--- src/rtl/seg_scan_ctrl_pkg.sv ---
// seg_scan_ctrl_pkg: shared segment constants and the active-high hex-to-segment table
// Exports SEG_A/SEG_DP bit positions, SEG_OFF (all segments dark, active-high) and hex_seg().
package seg_scan_ctrl_pkg;
  localparam int SEG_A = 0;
  localparam int SEG_DP = 7;
  localparam logic [7:0] SEG_OFF = 8'h00;
  localparam logic [6:0] HEX_LUT [16] = '{
    7'h3F, 7'h06, 7'h5B, 7'h4F, 7'h66, 7'h6D, 7'h7D, 7'h07,
    7'h7F, 7'h6F, 7'h77, 7'h7C, 7'h39, 7'h5E, 7'h79, 7'h71
  };
  function automatic logic [6:0] hex_seg(input logic [3:0] n);
    return HEX_LUT[n];
  endfunction
endpackage

--- src/rtl/seg_scan_ctrl_hex_decode.sv ---
// seg_hex_decode: nibble + decimal point to active-high {dp,g,f,e,d,c,b,a}
// Ports: nibble (4-bit value), dp (1 = point lit), seg (active-high segment pattern).
module seg_hex_decode
  import seg_scan_ctrl_pkg::*;
(
  input  logic [3:0] nibble,
  input  logic       dp,
  output logic [7:0] seg
);
  always_comb begin
    seg = SEG_OFF;
    seg[SEG_DP-1:SEG_A] = hex_seg(nibble);
    seg[SEG_DP] = dp;
  end
endmodule

--- src/rtl/seg_scan_ctrl.sv ---
// seg_scan_ctrl: multiplexed 7-segment scanner with per-frame input latch, PWM and dead time
// Ports: clk, reset_n (async active-low); disp_data/dp/digit_en/brightness in;
//        sel (one-hot digit select), seg ({dp,g..a}), frame_start (latch pulse) out, all registered.
// Option: define SEG_LZ_BLANK_EN for leading-zero suppression on the latched data.
module seg_scan_ctrl
  import seg_scan_ctrl_pkg::*;
#(
  parameter int CLK_FREQ_HZ  = 50_000_000,
  parameter int SCAN_HZ      = 1000,
  parameter int NUM_DIGITS   = 8,
  parameter int BLANK_CYCLES = 500,
  parameter int SEG_ACT_LOW  = 1,
  parameter int SEL_ACT_LOW  = 0
) (
  input  logic                    clk,
  input  logic                    reset_n,
  input  logic [4*NUM_DIGITS-1:0] disp_data,
  input  logic [NUM_DIGITS-1:0]   dp,
  input  logic [NUM_DIGITS-1:0]   digit_en,
  input  logic [3:0]              brightness,
  output logic [NUM_DIGITS-1:0]   sel,
  output logic [7:0]              seg,
  output logic                    frame_start
);
  localparam int TICK_DIV = CLK_FREQ_HZ / SCAN_HZ;
  localparam int SW = TICK_DIV > 1 ? $clog2(TICK_DIV) : 1;
  localparam int DW = NUM_DIGITS > 1 ? $clog2(NUM_DIGITS) : 1;
  localparam logic [SW-1:0] SLOT_LAST = SW'(TICK_DIV - 1);
  localparam logic [SW-1:0] BLANK_L = SW'(BLANK_CYCLES);
  localparam logic [DW-1:0] DIG_LAST = DW'(NUM_DIGITS - 1);
  localparam logic [NUM_DIGITS-1:0] SEL_XOR = (SEL_ACT_LOW != 0) ? '1 : '0;
  localparam logic [7:0] SEG_XOR = (SEG_ACT_LOW != 0) ? 8'hFF : 8'h00;
  logic [SW-1:0] slot_cnt;
  logic [DW-1:0] dig_idx;
  logic [3:0] pwm_cnt, bright_l, bright_e;
  logic [4*NUM_DIGITS-1:0] data_l, data_e;
  logic [NUM_DIGITS-1:0] dp_l, dp_e, en_l, en_e, sel_hi;
  logic [7:0] dec_seg, seg_hi;
  logic fs, show, lit;
  // the latch cycle already displays the freshly sampled inputs, so a zero dead time never shows stale data
  always_comb begin
    fs = slot_cnt == '0 && dig_idx == '0;
    data_e = fs ? disp_data : data_l;
    dp_e = fs ? dp : dp_l;
    en_e = fs ? digit_en : en_l;
    bright_e = fs ? brightness : bright_l;
`ifdef SEG_LZ_BLANK_EN
    show = dig_idx == '0 || dp_e[dig_idx] || |(data_e >> (4 * dig_idx));
`else
    show = 1'b1;
`endif
    lit = slot_cnt >= BLANK_L && pwm_cnt <= bright_e && en_e[dig_idx] && show;
    sel_hi = lit ? NUM_DIGITS'(1) << dig_idx : '0;
    seg_hi = lit ? dec_seg : SEG_OFF;
  end
  seg_hex_decode u_dec (
    .nibble(data_e[4*dig_idx +: 4]),
    .dp    (dp_e[dig_idx]),
    .seg   (dec_seg)
  );
  always_ff @(posedge clk or negedge reset_n) begin
    if (!reset_n) begin
      slot_cnt <= '0;
      dig_idx <= '0;
      pwm_cnt <= '0;
      data_l <= '0;
      dp_l <= '0;
      en_l <= '0;
      bright_l <= '0;
      sel <= SEL_XOR;
      seg <= SEG_OFF ^ SEG_XOR;
      frame_start <= 1'b0;
    end else begin
      slot_cnt <= slot_cnt == SLOT_LAST ? '0 : slot_cnt + SW'(1);
      if (slot_cnt == SLOT_LAST) dig_idx <= dig_idx == DIG_LAST ? '0 : dig_idx + DW'(1);
      // pwm_cnt reads 0 in the first cycle after the dead time of every slot
      pwm_cnt <= (slot_cnt < BLANK_L || slot_cnt == SLOT_LAST) ? '0 : pwm_cnt + 4'd1;
      if (fs) begin
        data_l <= disp_data;
        dp_l <= dp;
        en_l <= digit_en;
        bright_l <= brightness;
      end
      sel <= sel_hi ^ SEL_XOR;
      seg <= seg_hi ^ SEG_XOR;
      frame_start <= fs;
    end
  end
endmodule

--- config.mk ---
export PLATFORM = sky130hd
export DESIGN_NAME = seg_scan_ctrl
export DESIGN_NICKNAME = d
export VERILOG_FILES = /design/src/rtl/seg_scan_ctrl_pkg.sv /design/src/rtl/seg_scan_ctrl_hex_decode.sv /design/src/rtl/seg_scan_ctrl.sv
export SDC_FILE = /design/constraint.sdc
export NUM_CORES = 1
export LEC_CHECK = 0
export BUFFER_PORTS_ARGS = -buffer_cell sky130_fd_sc_hd__clkbuf_2
export CAP_MARGIN = 15
export CORE_UTILIZATION = 59
export CTS_BUF_LIST = sky130_fd_sc_hd__clkbuf_8
export DETAILED_ROUTE_END_ITERATION = 8
export PLACE_DENSITY = 0.82
export SYNTH_ARGS = -nofsm -noshare
export SYNTH_HDL_FRONTEND = slang
export SYNTH_SLANG_ARGS = --single-unit
--- constraint.sdc ---
create_clock -name clk -period 5.4 [get_ports clk]
set_clock_uncertainty 0.2 [all_clocks]
set_input_delay 1.08 -clock clk [delete_from_list [all_inputs] [get_ports clk]]
set_output_delay 1.08 -clock clk [all_outputs]
set_load 0.02 [all_outputs]
==> results.md, run 1 <==
- The critical path is of the register to register type.
- The core outline area is 0.00777 mm^2.
- The global-route congestion overflow total is 0.
- The largest net degree at the start of global routing is 93.
- The highest-delay cell along the critical path is sky130_fd_sc_hd__nor3_4.
- For this run, design rule violations remaining after detail routing come to 0.
- 0 antenna diodes ended up in the layout.
- Of all flip-flops after synthesis, the portion carrying an async set or reset was 100%.
- Input and output buffers added on the ports amount to 70.
- The signal on the critical path passes through inv_2 -> ha_1 -> nor4b_1 -> nand3_1 -> nor3_4 -> buf_4 -> mux4_2 -> a22oi_1 -> nand3_2 -> inv_1 -> ha_1 -> mux2_2 -> nor2_1 -> a211o_2.
- The root cell of the clock tree is sky130_fd_sc_hd__clkbuf_8.
- For the worst setup path, the data arrival time is 4810 ps.
- The insertion delay of the later-clocked pin in the worst-skew pair is 350 ps.
- The first-pass iteration count of the detailed router is 5.
- The number of resized instances in the post-cts repair step is 0.
- Dividing the synthesized area by the synthesized cell count gives 11.8 um^2.
- After routing, the total negative slack on setup checks comes to 0 ps.
- The initial utilization of the core area, before any placement, comes to 61.4%.
- The count of nets left with antenna violations once routing finished came out at 0.
- In the global route stage, overall resource usage came out at 25.0%.
- The most numerous cell type found on the critical path is sky130_fd_sc_hd__ha_1.
- In the final design database the tool counted 544 nets.
- The width of the chip is 91.9 um.
- The vias per cell is 5.92.
- The total setup buffers inserted after CTS is 0.
- The number of global-route vias before repair came to 3417.
- The synthesis-to-finish area growth is 13.9%.
- Of the cells placed in the final design, the portion with a size suffix greater than 1 is 37.4%.
- The clock period could shrink to 4710 ps.
- The number of buffers inserted during clock tree synthesis is 9.
- The count of maximum capacitance violations is 0.
- The final cycle utilization of the critical path is 87.2%.
- The number of nets handed over by synthesis was 476.
- The post-placement setup slack is 721 ps.
- The slack of the worst reg-to-reg path is 690 ps.
- The kind of start point of the critical path is a register.
- The clock passes through at most 2 buffers.
- The Yosys step of the flow raised 0 warnings.
- The via count is 3420.
- The number of enable flip-flop cells after synthesis is 0.
- The floorplan has 32 rows.
- The total wire length is 9.75 mm.
- The cell family contributing the most delay on the critical path is simple AND/OR/NAND/NOR gates.
- The footprint of the multi-input gates is 0.00226 mm^2.
- Setup repair after global routing left no endpoint under its margin.
- Synthesis inferred 92 register bits.
- STA puts the critical path data required time at 5500 ps.
- The CTS tree is built.
- On the final layout, the worst hold slack is 294 ps.
- The total half-perimeter wirelength after legalization and detailed placement is 6.82 mm.
- The placer's final routability congestion estimate is 0.841.
- Counting every sink on the clock net gives 92.
- The number of different library cells in the post-synthesis netlist is 50.
- The peak ir drop on the vdd network is 0.000222 V.
- Pin placement for this block handled 71 I/O pins.
- Clock-pin slew was measured on the worst setup and hold paths at 100 ps.
- The top achievable clock speed is 212 MHz.
- The kind of capture point of the worst setup path is a register.
- Summing the sequential cell areas from Yosys gives 48.5% of the chip area.
- CTS built an H-tree with a depth of 3.
- The class of the tightest hold or removal check is register to register.
- The overall die area is 0.00844 mm^2.
- The buffering stage count on the worst path with inverters included is 3.
- The max-slew violation count is 0.
- The count of routing violations after the opening detailed-route iteration is 219.
- In this run the power density over the cells is 247 mW/mm^2.
- The top fanout value on the critical path is 28.
- In this design, the stage delay of the slowest critical-path cell is 680 ps.
- The flow ran to the end, and the final reports show no timing, DRC or antenna violations.
- Summing all flip-flop and latch instances after layout gives 0.00231 mm^2.
- The synthesized netlist occupies a cell area of 0.00477 mm^2.
- The total of endpoints with negative setup slack in the final report is 0.
- In this run the vertical extent of the chip is 91.9 um.
- The number of antenna violations at the first check in global routing is 0.
- The transition at the pin with the smallest max-transition slack is 1010 ps.
- The filler cell count in the final layout is 575.
- The static leakage is 2.44 nW.
- In the post-route analysis, the smallest setup slack over all paths is 693 ps.
- The remaining max-slew budget at the tightest pin is 32.2%.
- The share of the core filled with cells is 69.9%.
- The number of hold buffers added after CTS was 0.
- Among all flip-flop cells after synthesis, the most frequent one is sky130_fd_sc_hd__dfrtp_1.
- The count of mapped cells out of synthesis is 403.
- The wire length of the first global-routing pass is 16.4 mm.
- The count of endpoints failing hold in the final timing report was 0.
- In the final routed layout, each cell accounts on average for 16.9 um.
==> worst min-delay path, cell delays in order, from the launching register on <==
cell                      delay [ps]
sky130_fd_sc_hd__dfrtp_1         330
sky130_fd_sc_hd__mux2i_1          80
sky130_fd_sc_hd__inv_1            60
==> final cells by class <==
class	instances	share of cell area (%)
Sequential cell	92	42.6
Multi-Input combinational cell	271	41.6
Timing Repair Buffer	76	7.70
Clock buffer	10	2.54
Tap cell	102	2.35
Clock inverter	6	1.73
Inverter	21	1.45
==> per-stage QoR <==
step / std cells / cell area [um^2] / total power, W
2_1_floorplan: 403 / 4770 / 0.000773
5_1_grt: 578 / 5430 / 0.00139
4_1_cts: 577 / 5400 / 0.00135
6_report: 578 / 5430 / 0.00134
3_3_place_gp: 561 / 5170 / 0.000816
3_5_place_dp: 561 / 5170 / 0.000822
==> power breakdown <==
group	internal, W	switching [W]	total [W]
clock network	0.000278	0.000253	0.000531
registers	0.000708	0.00000810	0.000716
logic	0.0000471	0.0000472	0.0000944
total	0.00103	0.000309	0.00134
==> sequential cells by signal, summed over array words and instances (netlist names) <==
register     flops
pwm_cnt          4
bright_l         4
dp_l             8
data_l          32
en_l             8
slot_cnt        16
sel              8
frame_start      1
dig_idx          3
seg              8
==> synth_stat cells (all sizes together) (2+ instances only) <==
cell type,instances,share of area [%]
nand3,12,1.6
dfrtp,84,44
or3,3,0.42
nand4,4,0.52
a221o,2,0.47
a21o,2,0.31
nor2,28,2.2
o211ai,4,0.63
nor3,13,1.6
a211oi,2,0.31
xnor2,10,1.8
inv,21,1.7
mux4,11,5.5
nand2,43,3.4
nand2b,2,0.26
ha,19,5.0
and2,3,0.39
xor2,6,1.1
a2111oi,8,1.5
clkbuf,7,0.76
and4,4,0.73
o21ai,10,1.0
mux2i,5,1.0
dfstp,8,4.4
and3,2,0.26
a22oi,9,1.4
buf,12,1.8
a211o,4,0.81
mux2,55,13
==> logic make-up (layout without fill, tap and decap cells) <==
group / count (synthesis) / count (layout) / synth area share (%)
simple gates: 120 / 120 / 12.6
flops: 92 / 92 / 48.5
mux: 71 / 71 / 19.6
compound gates: 45 / 45 / 7.19
buf+inv: 40 / 113 / 4.20
fa+ha+maj: 19 / 19 / 4.99
xor+xnor: 16 / 16 / 2.94
==> placed cells by master, fill, tap and decap left out, types with 2 or more instances in the layout <==
cell type	count
sky130_fd_sc_hd__nand2_1	43
sky130_fd_sc_hd__clkbuf_8	10
sky130_fd_sc_hd__o211ai_1	4
sky130_fd_sc_hd__clkbuf_2	69
sky130_fd_sc_hd__mux4_1	4
sky130_fd_sc_hd__bufinv_16	2
sky130_fd_sc_hd__mux2i_1	5
sky130_fd_sc_hd__xor2_1	6
sky130_fd_sc_hd__dfstp_2	8
sky130_fd_sc_hd__a211o_2	3
sky130_fd_sc_hd__and2_1	3
sky130_fd_sc_hd__mux2_2	55
sky130_fd_sc_hd__or3_1	2
sky130_fd_sc_hd__mux4_2	7
sky130_fd_sc_hd__a211oi_1	2
sky130_fd_sc_hd__and3_1	2
sky130_fd_sc_hd__a22oi_1	9
sky130_fd_sc_hd__nor2_1	28
sky130_fd_sc_hd__inv_6	2
sky130_fd_sc_hd__o21ai_0	10
sky130_fd_sc_hd__buf_4	6
sky130_fd_sc_hd__and4_1	4
sky130_fd_sc_hd__a2111oi_0	8
sky130_fd_sc_hd__a21o_1	2
sky130_fd_sc_hd__nor3_1	11
sky130_fd_sc_hd__nand3_1	10
sky130_fd_sc_hd__nand4_1	4
sky130_fd_sc_hd__nand2b_1	2
sky130_fd_sc_hd__xnor2_1	10
sky130_fd_sc_hd__ha_1	19
sky130_fd_sc_hd__dfrtp_1	84
sky130_fd_sc_hd__inv_2	2
sky130_fd_sc_hd__a221o_2	2
sky130_fd_sc_hd__inv_1	19
==> path summary, 6_finish.rpt <==
path,from,cells after the start,endpoint
worst max-delay path,dig_idx[1]$_DFFE_PN0N_,14,seg[3]$_DFF_PN1_
worst min-delay path,bright_l[3]$_DFF_PN0_,2,bright_l[3]$_DFF_PN0_
worst max register to register,dig_idx[1]$_DFFE_PN0N_,14,seg[3]$_DFF_PN1_
worst min register to register,bright_l[3]$_DFF_PN0_,2,bright_l[3]$_DFF_PN0_
max in group asynchronous,reset_n,2,seg[4]$_DFF_PN1_
min in group asynchronous,reset_n,1,dp_l[6]$_DFF_PN0_
==> metal layers <==
layer | share of wire [%] | global-route usage, %
met1 | 44 | 33.5
met2 | 49 | 40.1
met3 | 4.6 | 4.56
met4 | 2.5 | 10.5
met5 | 0 | 0
(Power assumes the default switching activity.)
==> inputs of run 2 (changes only) <==
- CORE_UTILIZATION: 59 -> 50
- PLACE_DENSITY: 0.82 -> 0.71
==> run 2 against run 1 <==
  * Sequential share of layout area barely moved
  * Hold slack got worse by 2.9 ps
  * Largest power group unchanged
  * Die area grew 18%
  * Count of clock-buffer cells in the layout grew 1
  * Non-clock buffer count unchanged
  * Fmax is 8.2% higher
  * Via count down 4.6%
==> results.md, run 2 (synthesis results as in run 1) <==
- Status: finished clean (unchanged).
- The transition at the pin with the smallest max-transition slack came to 1040 ps (was 1010 ps).
- The net count of the finished layout is 544 (unchanged).
- The placer's final routability congestion estimate came to 0.850 (was 0.841).
- The number of buffers inserted during clock tree synthesis is 9 (unchanged).
- The register ranked first by flip-flop count is data_l (unchanged).
- The maximum buffer depth of the clock tree was 2 (unchanged).
- The cell depth of the worst min-delay path was 1 (was 2).
- Highest-count cells in the layout ignoring fill and taps: sky130_fd_sc_hd__dfrtp_1, sky130_fd_sc_hd__clkbuf_2, sky130_fd_sc_hd__mux2_2 (unchanged).
- The number of resized instances in the post-cts repair step is 0 (unchanged).
- Largest registers: data_l: 32 flops, slot_cnt: 16 flops (unchanged).
- The remaining design rule violation count was 0 (unchanged).
- The quantity of hold-fixing buffers added after cts came to 0 (unchanged).
- The all-layer global routing usage is 21.7% (was 25.0%).
- The via count is 3263 (was 3420).
- The overall die height is 99.6 um (was 91.9 um).
- The root cell of the clock tree is sky130_fd_sc_hd__clkbuf_8 (unchanged).
- The number of global-route vias before repair came to 3379 (was 3417).
- The flip-flop count of the largest register, all copies and words added is 32 (unchanged).
- The kind of capture point of the worst setup path is a register (unchanged).
- RSZ-0062 raised after global routing: false (unchanged).
- The total wire length is 9.72 mm (was 9.75 mm).
- The total power divided by cell area came to 237 mW/mm^2 (was 247 mW/mm^2).
- The depth of the worst register-to-register path is 14 (unchanged).
- The core outline area is 0.00924 mm^2 (was 0.00777 mm^2).
- The cell area after placement is 0.00522 mm^2 (was 0.00517 mm^2).
- The final-layout worst hold slack came to 291 ps (was 294 ps).
- The worst setup path category is register to register (unchanged).
- The required time reported for the critical path endpoint came to 5500 ps (about the same).
- The max-slew violation count is 0 (unchanged).
- The top achievable clock speed is 230 MHz (was 212 MHz).
- The summed area of non-filler cells in the final layout is 0.00543 mm^2 (about the same).
- The overall die area came to 0.00993 mm^2 (was 0.00844 mm^2).
- The largest net degree at the start of global routing was 51 (was 93).
- The I/O pin count is 71 (unchanged).
- The first-pass iteration count of the detailed router is 4 (was 5).
- The total of endpoints with negative setup slack in the final report came to 0 (unchanged).
- The count of endpoints failing hold in the final timing report is 0 (unchanged).
- The share of the core filled with cells is 58.8% (was 69.9%).
- The total number of clock tree sinks came to 92 (unchanged).
- The kind of start point of the critical path is a register (unchanged).
- The synthesis-to-finish area growth is 13.9% (about the same).
- The width of the chip is 99.6 um (was 91.9 um).
- The count of antenna diodes in the layout is 0 (unchanged).
- The slack of the worst reg-to-reg path was 1050 ps (was 690 ps).
- The number of antenna violations at the first check in global routing is 0 (unchanged).
- The top fanout value on the critical path is 40 (was 28).
- The total half-perimeter wirelength after legalization and detailed placement is 6.94 mm (was 6.82 mm).
- The final setup TNS is 0 ps (unchanged).
- The total setup buffers inserted after CTS came to 0 (unchanged).
- The peak ir drop on the vdd network is 0.000120 V (was 0.000222 V).
- The post-route minimum period came to 4350 ps (was 4710 ps).
- The proportion of layout cells with a drive suffix above 1 is 37.2% (was 37.4%).
- The standard-cell row count is 35 (was 32).
- The count of routing violations after the opening detailed-route iteration was 121 (was 219).
- The class of the tightest hold or removal check is register to register (unchanged).
- The count of H-tree levels built during CTS came to 3 (unchanged).
- The vias per cell came to 5.39 (was 5.92).
- The arrival time at the worst endpoint is 4450 ps (was 4810 ps).
- The remaining max-slew budget at the tightest pin came to 30.4% (was 32.2%).
- The post-route antenna net violation count is 0 (unchanged).
- The wire length of the first global-routing pass came to 16.5 mm (was 16.4 mm).
- The global-route congestion overflow total is 0 (unchanged).
- The static leakage is 2.43 nW (was 2.44 nW).
- The insertion delay of the later-clocked pin in the worst-skew pair is 350 ps (about the same).
- The initial core utilization is 51.6% (was 61.4%).
- The number of port buffers came to 70 (unchanged).
- The count of maximum capacitance violations is 0 (unchanged).
- The CTS tree is built (unchanged).
- The most common cell after layout, fill and taps aside is sky130_fd_sc_hd__dfrtp_1 (unchanged).
- The detailed-route wire length per cell is 16.1 um (was 16.9 um).
- The clock transition at the register clock pins on the worst setup and hold paths after CTS is 90 ps (was 100 ps).
- The final cycle utilization of the critical path is 80.6% (was 87.2%).
run 2: changes by cell type in the layout (fill, tap and decap cells not counted):
cell,delta
sky130_fd_sc_hd__inv_6,-2
sky130_fd_sc_hd__buf_12,+1
sky130_fd_sc_hd__buf_16,-1
sky130_fd_sc_hd__bufinv_16,-1
sky130_fd_sc_hd__clkbuf_8,+1
sky130_fd_sc_hd__clkinv_2,+1
sky130_fd_sc_hd__clkinv_4,+1
sky130_fd_sc_hd__nor3_1,+1
sky130_fd_sc_hd__nor3_2,-1
run 2: power breakdown:
| part | total, W | switching, W | internal, W | leakage [nW] |
|---|---|---|---|---|
| Combinational | 0.0000915 | 0.0000461 | 0.0000454 | 1.20 |
| Sequential | 0.000716 | 0.00000774 | 0.000708 | 1.12 |
| Clock | 0.000481 | 0.000241 | 0.000240 | 0.106 |
| Total | 0.00129 | 0.000295 | 0.000994 | 2.43 |
run 2: routing by layer:
metal / GRT usage (%) / part of all wire [%]
met5: 0 / 0
met4: 6.79 / 0.88
met3: 3.79 / 2.7
met2: 36.0 / 51
met1: 29.2 / 46
run 2: worst max-delay path, stage by stage, from the launching register on:
cell and delay [ps]:
sky130_fd_sc_hd__dfrtp_1 610, sky130_fd_sc_hd__inv_2 310, sky130_fd_sc_hd__ha_1 230, sky130_fd_sc_hd__nor4b_1 250, sky130_fd_sc_hd__nand3_1 330, sky130_fd_sc_hd__nor3_4 300
sky130_fd_sc_hd__buf_12 270, sky130_fd_sc_hd__mux4_1 310, sky130_fd_sc_hd__mux4_2 550, sky130_fd_sc_hd__inv_1 150, sky130_fd_sc_hd__ha_1 250, sky130_fd_sc_hd__inv_1 80
sky130_fd_sc_hd__mux2_2 260, sky130_fd_sc_hd__nor2_1 80, sky130_fd_sc_hd__a211o_2 110
run 2: stage by stage:
step / std cells / total power (W) / setup slack, ps
6_report: 605 / 0.00129 / 1050
5_1_grt: 605 / 0.00135 / 690
4_1_cts: 605 / 0.00130 / 1040
3_5_place_dp: 589 / 0.000822 / 1080
3_3_place_gp: 589 / 0.000817 / 1210
2_1_floorplan: 403 / 0.000773 / 1270
run 2: path summary, 6_finish.rpt:
check                                             from                    to
min in group asynchronous                      reset_n     dp_l[3]$_DFF_PN0_
worst min register to register    pwm_cnt[0]$_DFF_PN0_  pwm_cnt[0]$_DFF_PN0_
worst max register to register  dig_idx[1]$_DFFE_PN0N_      seg[3]$_DFF_PN1_
worst max-delay path            dig_idx[1]$_DFFE_PN0N_      seg[3]$_DFF_PN1_
max in group asynchronous                      reset_n  data_l[29]$_DFF_PN0_
worst min-delay path              pwm_cnt[0]$_DFF_PN0_  pwm_cnt[0]$_DFF_PN0_
run 2: cell type report:
type,count,area [um^2]
Tap cell,129,161
Multi-Input combinational cell,271,2250
Clock buffer,11,151
Inverter,21,78.8
Clock inverter,5,60.1
Sequential cell,92,2310
Fill cell,792,3810
Timing Repair Buffer,76,410
==> inputs of run 3 (changes only) <==
- PLACE_DENSITY: 0.71 -> 0.74
- clock period: 5.4 -> 4 ns (I/O delays scaled with it)
==> run 3 against run 2 <==
  * Cell count up 1.2%
  * Critical path depth shrank 2
  * Via count grew 2.9%
  * Critical endpoint unchanged
  * Largest power group unchanged
==> results.md, run 3 (synthesis results as in run 1) <==
- The kind of start point of the critical path is a register (unchanged).
- The startpoint of the lowest-slack register-to-register path was slot_cnt[13]$_DFF_PN0_ (was dig_idx[1]$_DFFE_PN0N_).
- The most common cell after layout, fill and taps aside is sky130_fd_sc_hd__dfrtp_1 (unchanged).
- The worst flop-to-flop path endpoint is seg[3]$_DFF_PN1_ (unchanged).
- Largest registers: data_l: 32 flops, slot_cnt: 16 flops (unchanged).
- The sequential cell area came to 0.00231 mm^2 (unchanged).
- The remaining max-slew budget at the tightest pin is 65.2% (was 30.4%).
- The post-route minimum period came to 3750 ps (was 4350 ps).
- The final setup TNS is 0 ps (unchanged).
- The footprint of the multi-input gates is 0.00228 mm^2 (was 0.00225 mm^2).
- The initial core utilization is 51.6% (unchanged).
- The detailed-route wire length per cell is 15.6 um (was 16.1 um).
- The proportion of layout cells with a drive suffix above 1 is 38.7% (was 37.2%).
- The root cell of the clock tree is sky130_fd_sc_hd__clkbuf_8 (unchanged).
- The net count of the finished layout is 551 (was 544).
- The count of endpoints failing hold in the final timing report is 0 (unchanged).
- The quantity of hold-fixing buffers added after cts is 0 (unchanged).
- The number of port buffers is 70 (unchanged).
- The remaining design rule violation count was 0 (unchanged).
- The worst setup path category was register to register (unchanged).
- The placer's final routability congestion estimate was 0.851 (was 0.850).
- The count of routing violations after the opening detailed-route iteration was 132 (was 121).
- The core outline area came to 0.00924 mm^2 (unchanged).
- RSZ-0062 raised after global routing: false (unchanged).
- The overall die area is 0.00993 mm^2 (unchanged).
- The required time reported for the critical path endpoint is 4100 ps (was 5500 ps).
- The count of H-tree levels built during CTS is 3 (unchanged).
- The maximum buffer depth of the clock tree came to 2 (unchanged).
- The register ranked first by flip-flop count is data_l (unchanged).
- The via count is 3357 (was 3263).
- The vias per cell is 5.49 (was 5.39).
- The CTS tree is built (unchanged).
- Status: finished clean (unchanged).
- The insertion delay of the later-clocked pin in the worst-skew pair was 360 ps (was 350 ps).
- The largest net degree at the start of global routing is 89 (was 51).
- The count of antenna diodes in the layout is 0 (unchanged).
- The synthesis-to-finish area growth is 15.9% (was 13.9%).
- The cell area after placement came to 0.00528 mm^2 (was 0.00522 mm^2).
- The total wire length is 9.56 mm (was 9.72 mm).
- The width of the chip came to 99.6 um (unchanged).
- The total number of clock tree sinks came to 92 (unchanged).
- The all-layer global routing usage is 21.0% (was 21.7%).
- The number of buffers inserted during clock tree synthesis came to 9 (unchanged).
- The kind of capture point of the worst setup path is a register (unchanged).
- The total half-perimeter wirelength after legalization and detailed placement is 6.95 mm (was 6.94 mm).
- The total of endpoints with negative setup slack in the final report is 0 (unchanged).
- The arrival time at the worst endpoint came to 3860 ps (was 4450 ps).
- The total power divided by cell area is 311 mW/mm^2 (was 237 mW/mm^2).
- The final cycle utilization of the critical path is 93.8% (was 80.6%).
- The number of global-route vias before repair is 3424 (was 3379).
- The wire length of the first global-routing pass came to 16.2 mm (was 16.5 mm).
- The I/O pin count is 71 (unchanged).
- The first-pass iteration count of the detailed router was 4 (unchanged).
- The overall die height came to 99.6 um (unchanged).
- The post-route antenna net violation count is 0 (unchanged).
- The static leakage is 2.49 nW (was 2.43 nW).
- The global-route congestion overflow total is 0 (unchanged).
- The flip-flop count of the largest register, all copies and words added is 32 (unchanged).
- The slack of the worst reg-to-reg path is 250 ps (was 1050 ps).
- The filler cell count in the final layout is 757 (was 792).
- The top fanout value on the critical path came to 12 (was 40).
- The top achievable clock speed is 266 MHz (was 230 MHz).
- The depth of the worst register-to-register path is 12 (was 14).
- The transition at the pin with the smallest max-transition slack is 520 ps (was 1040 ps).
- The peak ir drop on the vdd network is 0.000164 V (was 0.000120 V).
- The class of the tightest hold or removal check is primary input to async pin (was register to register).
- The summed area of non-filler cells in the final layout is 0.00552 mm^2 (was 0.00543 mm^2).
- The max-slew violation count is 0 (unchanged).
- The count of maximum capacitance violations is 0 (unchanged).
- The number of antenna violations at the first check in global routing is 0 (unchanged).
- The standard-cell row count came to 35 (unchanged).
- Highest-count cells in the layout ignoring fill and taps: sky130_fd_sc_hd__dfrtp_1, sky130_fd_sc_hd__clkbuf_2, sky130_fd_sc_hd__mux2_2 (unchanged).
- The clock transition at the register clock pins on the worst setup and hold paths after CTS is 100 ps (was 90 ps).
[run 3: cell types whose count changed in the layout (fill, tap and decap cells not counted), sizes merged]
cell      delta
buf          +7
clkbuf       -1
clkinv       +1
clkinvlp     -1
inv          +1
[run 3: cell type report]
type / count / area share (%)
inverter: 21 / 1.47
sequential: 92 / 41.9
multi-input combinational: 271 / 41.3
clock inverter: 6 / 1.13
timing repair buffer: 83 / 8.81
clock buffer: 10 / 2.49
tap: 129 / 2.92
[run 3: timing repair]
| item | CTS | global route |
|---|---|---|
| setup buffers | 0 | 1 |
| setup endpoints to repair | 0 | 10 |
| resized for setup | 0 | 2 |
[run 3: how the worst max path moves through the flow]
stage | start | depth (start not counted) | slack [ps] | to
2_1_floorplan | dig_idx[1]$_DFFE_PN0N_ | 20 | 2 | seg[5]$_DFF_PN1_
3_3_place_gp | dig_idx[1]$_DFFE_PN0N_ | 14 | 310 | seg[3]$_DFF_PN1_
3_5_place_dp | dig_idx[1]$_DFFE_PN0N_ | 14 | 180 | seg[3]$_DFF_PN1_
4_1_cts | dig_idx[1]$_DFFE_PN0N_ | 14 | 150 | seg[3]$_DFF_PN1_
5_1_grt | dig_idx[1]$_DFFE_PN0N_ | 14 | 20 | seg[3]$_DFF_PN1_
6_report | slot_cnt[13]$_DFF_PN0_ | 12 | 250 | seg[3]$_DFF_PN1_
[run 3: metal layers]
metal,track usage (%),up-vias,wire (um)
met5,0,-,0
met4,7.69,0,161
met3,3.79,16,327
met2,34.4,77,4800
met1,27.9,1674,4280
li1,-,1590,-
[run 3: critical path, cell delays in order (launching register included)]
cell,delay (ps)
sky130_fd_sc_hd__dfrtp_1,430
sky130_fd_sc_hd__or2_4,280
sky130_fd_sc_hd__or4_4,500
sky130_fd_sc_hd__nor3_4,300
sky130_fd_sc_hd__buf_4,250
sky130_fd_sc_hd__mux4_1,290
sky130_fd_sc_hd__mux4_2,550
sky130_fd_sc_hd__inv_1,150
sky130_fd_sc_hd__ha_1,230
sky130_fd_sc_hd__inv_1,70
sky130_fd_sc_hd__mux2_2,260
sky130_fd_sc_hd__nor2_1,90
sky130_fd_sc_hd__a211o_2,120
[run 3: report_power, final]
part           total [W]  internal [W]  switching (W)
Sequential      0.000967      0.000956      0.0000107
Clock           0.000628      0.000306       0.000322
Combinational   0.000125     0.0000639      0.0000616
[run 3: stage by stage]
stage          std cells  hold WS (ps)  utilization, %  setup slack, ps  total power [W]
2_1_floorplan        403           251               -             1.90          0.00104
3_3_place_gp         594           276            57.1              310          0.00110
3_5_place_dp         594           280            57.1              176          0.00111
4_1_cts              610           299            59.3              149          0.00173
5_1_grt              612           188            59.8             23.8          0.00179
6_report             612           172            59.8              247          0.00172
